**src/rtl/controle_divisor_4bits.sv**
```systemverilog
// Purpose: restoring-division sequencer for unsigned A/B, driving one shared external 4-bit subtractor.
// Latency: done is high in the cycle after the 4th iteration edge (1 start + 4 iterations), or right after the start edge on divide-by-zero.
// Backpressure: none; start is sampled only while idle, and is ignored while busy or done (a held start restarts every 6 cycles).
module controle_divisor_4bits #(
    parameter int N_BITS = 4
) (
    input  logic              clk,
    input  logic              rst,
    input  logic              start,
    input  logic [N_BITS-1:0] a,
    input  logic [N_BITS-1:0] b,
    output logic [N_BITS-1:0] sub_a,
    output logic [N_BITS-1:0] sub_b,
    input  logic [N_BITS-1:0] sub_s,
    input  logic              sub_borrow_out,
    output logic [N_BITS-1:0] quociente,
    output logic [N_BITS-1:0] resto,
    output logic              busy,
    output logic              done,
    output logic              erro_div0
);

    // Only N_BITS = 4 matches the external subtractor width.
    localparam int CNT_W = $clog2(N_BITS);
    localparam logic [CNT_W-1:0] LAST_ITER = CNT_W'(N_BITS - 1);

    typedef enum logic [1:0] {
        OCIOSO  = 2'd0,
        CALCULA = 2'd1,
        FIM     = 2'd2
    } state_t;

    state_t              state_q, state_d;
    logic [N_BITS-1:0]   r_q, r_d;       // partial remainder
    logic [N_BITS-1:0]   q_q, q_d;       // dividend shifting out, quotient bits shifting in
    logic [N_BITS-1:0]   d_q, d_d;       // latched divisor
    logic [CNT_W-1:0]    cnt_q, cnt_d;   // iteration index
    logic [N_BITS-1:0]   quo_q, quo_d;
    logic [N_BITS-1:0]   rest_q, rest_d;
    logic                err_q, err_d;

    // Partial remainder shifted left with the next dividend bit brought in.
    logic [N_BITS-1:0]   shifted;
    logic                qbit;

    assign shifted = {r_q[N_BITS-2:0], q_q[N_BITS-1]};
    assign qbit    = sub_borrow_out;

    assign sub_a     = shifted;
    assign sub_b     = d_q;
    assign quociente = quo_q;
    assign resto     = rest_q;
    assign erro_div0 = err_q;
    assign busy      = (state_q == CALCULA);
    assign done      = (state_q == FIM);

    // State and datapath registers; reset aborts any running division.
    always_ff @(posedge clk or posedge rst) begin
        if (rst) begin
            state_q <= OCIOSO;
            r_q     <= '0;
            q_q     <= '0;
            d_q     <= '0;
            cnt_q   <= '0;
            quo_q   <= '0;
            rest_q  <= '0;
            err_q   <= 1'b0;
        end else begin
            state_q <= state_d;
            r_q     <= r_d;
            q_q     <= q_d;
            d_q     <= d_d;
            cnt_q   <= cnt_d;
            quo_q   <= quo_d;
            rest_q  <= rest_d;
            err_q   <= err_d;
        end
    end

    // Next-state and register updates: accept, iterate one trial subtraction per cycle, publish.
    always_comb begin
        state_d = state_q;
        r_d     = r_q;
        q_d     = q_q;
        d_d     = d_q;
        cnt_d   = cnt_q;
        quo_d   = quo_q;
        rest_d  = rest_q;
        err_d   = err_q;

        case (state_q)
            OCIOSO: begin
                if (start) begin
                    if (b != '0) begin
                        r_d     = '0;
                        q_d     = a;
                        d_d     = b;
                        cnt_d   = '0;
                        err_d   = 1'b0;
                        state_d = CALCULA;
                    end else begin
                        // Divide-by-zero: saturate quotient, pass dividend through as remainder.
                        quo_d   = '1;
                        rest_d  = a;
                        err_d   = 1'b1;
                        state_d = FIM;
                    end
                end
            end

            CALCULA: begin
                // Restore (keep the shifted value) when the trial subtraction would underflow.
                r_d   = qbit ? sub_s : shifted;
                q_d   = {q_q[N_BITS-2:0], qbit};
                cnt_d = cnt_q + CNT_W'(1);
                if (cnt_q == LAST_ITER) begin
                    quo_d   = {q_q[N_BITS-2:0], qbit};
                    rest_d  = qbit ? sub_s : shifted;
                    state_d = FIM;
                end
            end

            FIM: begin
                state_d = OCIOSO;
            end

            default: begin
                state_d = OCIOSO;
            end
        endcase
    end

endmodule

```
**config.mk**
```make
export PLATFORM = sky130hd
export DESIGN_NAME = controle_divisor_4bits
export DESIGN_NICKNAME = d
export VERILOG_FILES = /design/src/rtl/controle_divisor_4bits.sv
export SDC_FILE = /design/constraint.sdc
export NUM_CORES = 1
export LEC_CHECK = 0
export ABC_AREA = 1
export BUFFER_PORTS_ARGS = -buffer_cell sky130_fd_sc_hd__buf_2
export CAP_MARGIN = 20
export CORE_MARGIN = 4
export CORE_UTILIZATION = 50
export CTS_CLUSTER_SIZE = 40
export DETAILED_ROUTE_END_ITERATION = 16
export GPL_TIMING_DRIVEN = 0
export PLACE_DENSITY = 0.78
export SETUP_SLACK_MARGIN = 0.15
export SLEW_MARGIN = 5
export SYNTH_ARGS = -nofsm -noshare
export SYNTH_HDL_FRONTEND = slang
export SYNTH_SLANG_ARGS = --single-unit
export TNS_END_PERCENT = 10
```
**constraint.sdc**
```tcl
create_clock -name clk -period 2.8 [get_ports clk]
set_input_delay 0.56 -clock clk [delete_from_list [all_inputs] [get_ports clk]]
set_output_delay 0.56 -clock clk [all_outputs]
set_load 0.01 [all_outputs]
```
# Word-level counts from Yosys, hierarchy flattened
# Cells that the tools add are included.
[totals] regBits=24
[classes] n_eq_ne=7 n_reduce_logical=8 n_mux=23 add_sub_neg=1
[ops] cell="2-to-1 mux 4 bit" count=9
[ops] cell="case mux 4 bit (2 select lines)" count=3
[ops] cell="2-to-1 mux 2 bit" count=5
[ops] cell="case mux 2 bit (2 select lines)" count=2
[ops] cell="2-to-1 mux 3 bit" count=2
[ops] cell="!= test 2 bit, second input constant" count=3
[ops] cell="case mux 3 bit (2 select lines)" count=1
[ops] cell="AND reduction 3 bit" count=2
[ops] cell="== test 2 bit, second input constant" count=2
[ops] cell="AND reduction 2 bit" count=2
[ops] cell="AND reduction 4 bit" count=1
[ops] cell="nonzero test 4 bit" count=1
[ops] cell="adder 2 x 1 -> 2 bit, second input constant" count=1
[ops] cell="== test 2 x 1 -> 1 bit, second input constant" count=1
[ops] cell="logical NOT 2 bit" count=1
[ops] cell="!= test 2 x 1 -> 1 bit, second input constant" count=1
[ops] cell="nonzero test 2 bit" count=1
[ops] cell="2-to-1 mux 1 bit" count=1

# Depth between registers and ports, before layout
[logic_depth] depth_word=4 mapped_depth=7 mapped_depth_nobuf=7

# Least setup slack after synthesis
# Ideal clock, no wire load.
[synth_path] kind="in2reg" from="in b[3]" to="reg rest_q[0] (netlist: resto[0])" slack_ps=1479 cell_stages=6 setup_time_ps=119 n_path_buf=0 arrival_time_ps=1202 cell_sequence="nor2_1 nand2_1 nand2_1 nand2_2 nand2_1 nand2_1"
[synth_via] elab_chain_len=3
[synth_lines] item="start: declaration" line_no="11" source="input logic [N_BITS-1:0] b,"
[synth_lines] item="nonzero test 4 bit" line_no="94" source="if (b != '0) begin"
[synth_lines] item="!= test 2 bit (no line)"
[synth_lines] item="AND reduction 4 bit (no line)"
[synth_lines] item="end signal: assignment" line_no="75" source="rest_q <= rest_d;"
[synth_lines] item="end: declaration" line_no="39" source="logic [N_BITS-1:0] rest_q, rest_d;"
# No other way between the ends.
# A chain may end at the register's enable or synchronous reset.

# Worst setup path in the final report
[layout_path] from="reg state_q[1]" to="out busy"
[layout_via] elab_chain_len=1
[layout_lines] item="start: declaration" line_no="33" source="state_t state_q, state_d;"
[layout_lines] item="start signal: assignment" line_no="69" source="state_q <= state_d;"
[layout_lines] item="== test 2 x 1 -> 1 bit" line_no="54" source="assign busy = (state_q == CALCULA);"
[layout_lines] item="end: declaration" line_no="18" source="output logic busy,"
# No other way between the ends.

==> out/qor.csv <==
stage;metric;value;unit
outcome;outcome;completed;
setup_path;cp_data_required_time;2240;ps
final_layout;nets;201;
sta;worst-slew-pin-transition;887;ps
sta;timing.hold.ws;411;ps
cts;postCtsSetupBuffers;0;
route;drc;0;
setup_path;end_kind;primary output;
die;die_x;55.3;um
synth;syn_area_per_cell;7.72;um^2
synth;synth_warnings;0;
setup_path;critPathKind;flop to primary output;
synth;synthTopCellsByArea;dfrtp_1 (54%), nand2_1 (25%), nand3_1 (6.3%);
cts;cts_buffers;3;
die;rows;16;
cts;clockBufferDepth;2;
route;drt-initial-drc-count;28;
cts;tritoncts;yes;
sta;setup_violations;0;
synth;synth_top_area_share;0.536;
final_layout;drive_above_1_share;0.279;
final_layout;fin_area;1360;um^2
die;initial_core_util;0.548;
final_layout;diodes;0;
synth;synthesis.area;1120;um^2
grt;grt_max_degree;25;
synth;ys_ff_latch;24;
power_and_ir_drop;power_density;1160;nW/um^2
final_layout;multiInputGateArea;469;um^2
placement;dpl.hpwl;1950;um
die;boundaryPins;35;
die;die-area;3060;um^2
synth;synth-seq-area-share;0.536;
placement;gp_congestion;0.792;
final_layout;seqCellArea;601;um^2
final_layout;final_cell_mix;nand2_1 (76), buf_2 (35), dfrtp_1 (24);
final_layout;post-route-util;0.666;
route;wl;2540;um
sta;hold_viol;0;
cts;ctsResizeCount;0;
die;die_y;55.3;um
route;viasPerCell;4.93;
route;dr.pass1.iters;4;
setup_path;cp.arrival;1210;ps
final_layout;layout_commonest_cell;nand2_1;
grt;grt_pass1_wl;4490;um
sta;max_freq;0.567;GHz
die;core_area;2040;um^2
route;ant_nets;0;
sta;drv_slew;0;
cts;clkTransAtPathRegs;130;ps
cts;clk_latency;310;ps
synth;synthDistinctLibCells;16;
grt;grt_usage;0.176;
final_layout;nFillCells;166;
placement;post-place-cells;206;
flow_run;maxCapViolCount;0;
cts;htreeDepth;1;
synth;syn-num-nets;162;
route;wl_per_cell;12.1;um
sta;min_period;1770;ps
setup_path;cp_max_fo;10;
cts;clock_sinks;24;
final_layout;fin_cells;210;
grt;grt_pass1_vias;1052;
route;vias;1036;
sta;fin_worst_skew;4.44;ps
min_path;holdCritPathClass;primary input to async pin;
sta;grt_setup_unrepaired;no;
synth;synth_cells;145;
final_layout;area_delta_synth_final;21.5;%
grt;antenna_found_initial;0;
synth;synth_edf_count;0;
synth;async_reset_ff_frac;1.00;
sta;slew_headroom;0.408;
setup_path;cp-start-kind;flop;
synth;yosysTopAreaCell;dfrtp_1;
power_and_ir_drop;p_leak;0.817;nW
sta;fin_tns_setup;0;ps
sta;period_share;0.630;
synth;ys.flop_type;dfrtp_1;
cts;postCtsHoldBufs;0;
cts;root_buffer;clkbuf_4;
grt;overflow;0;
placement;portBuffers;34;
placement;placed_area;1320;um^2
power_and_ir_drop;peakVddDrop;0.699;mV
-- flip-flops by register name, summed over array words and instances (netlist names) --
signal and count:
q_q 4, quociente 4, resto 4, sub_b 4
r_q 3, cnt_q 2, state_q 2, erro_div0 1
-- metrics by stage --
step | setup slack (ps) | total power [mW]
6_report | 1030 | 1.57
5_1_grt | 967 | 1.73
4_1_cts | 1020 | 1.59
3_5_place_dp | 1150 | 1.40
3_3_place_gp | 1200 | 1.37
2_1_floorplan | 1480 | 1.13
-- worst paths after layout --
kind / from / to / slack (ps) / cells past startpoint
hold / removal: rst / resto[2] / 410 / 2
min in group clk: b[1] / sub_b[1] / 450 / 3
setup reg to reg: state_q[0] / resto[2] / 1460 / 5
setup / recovery: state_q[1] / busy / 1030 / 4
max in group asynchronous: rst / state_q[0] / 1850 / 2
hold reg to reg: quociente[2] / quociente[2] / 490 / 2
-- where the power goes --
group	internal, mW	switching [mW]	total [mW]
logic	0.279	0.506	0.785
registers	0.511	0.0969	0.607
clock network	0.0795	0.102	0.182
total	0.869	0.705	1.57
-- final cells by class --
class	count	share of cell area
sequential	24	0.442
tap	27	0.0248
multi-input combinational	109	0.345
inverter	10	0.0276
timing repair buffer	34	0.125
buffer	2	0.00920
clock buffer	4	0.0267
-- cells in the mapped netlist, types with 2 or more instances --
master and n:
dfrtp_1 24, inv_1 6, inv_2 4, nand2_1 76
nand2_2 3, nand3_1 14, nor2_1 4, nor2_2 2
o21ai_1 5
-- critical path: stages (launching register included) --
cell and delay [ps]:
dfrtp_1 420, inv_2 90, nand2_2 70, inv_2 160, buf_2 160
-- cells by family after synthesis --
family          after synthesis  synth area share
compound gates                8            0.0391
fa+ha+maj                     1            0.0112
simple gates                100             0.369
buf+inv                      12            0.0447
flops                        24             0.536
-- per-layer routing --
metal  part of all wire  wire length [um]  track usage
met2               0.49              1240        0.306
met3              0.065               166       0.0303
met1               0.43              1090        0.219
met5                  0                 0            0
met4              0.016                40       0.0556
Note: power is estimated with default switching activity, not from simulation.
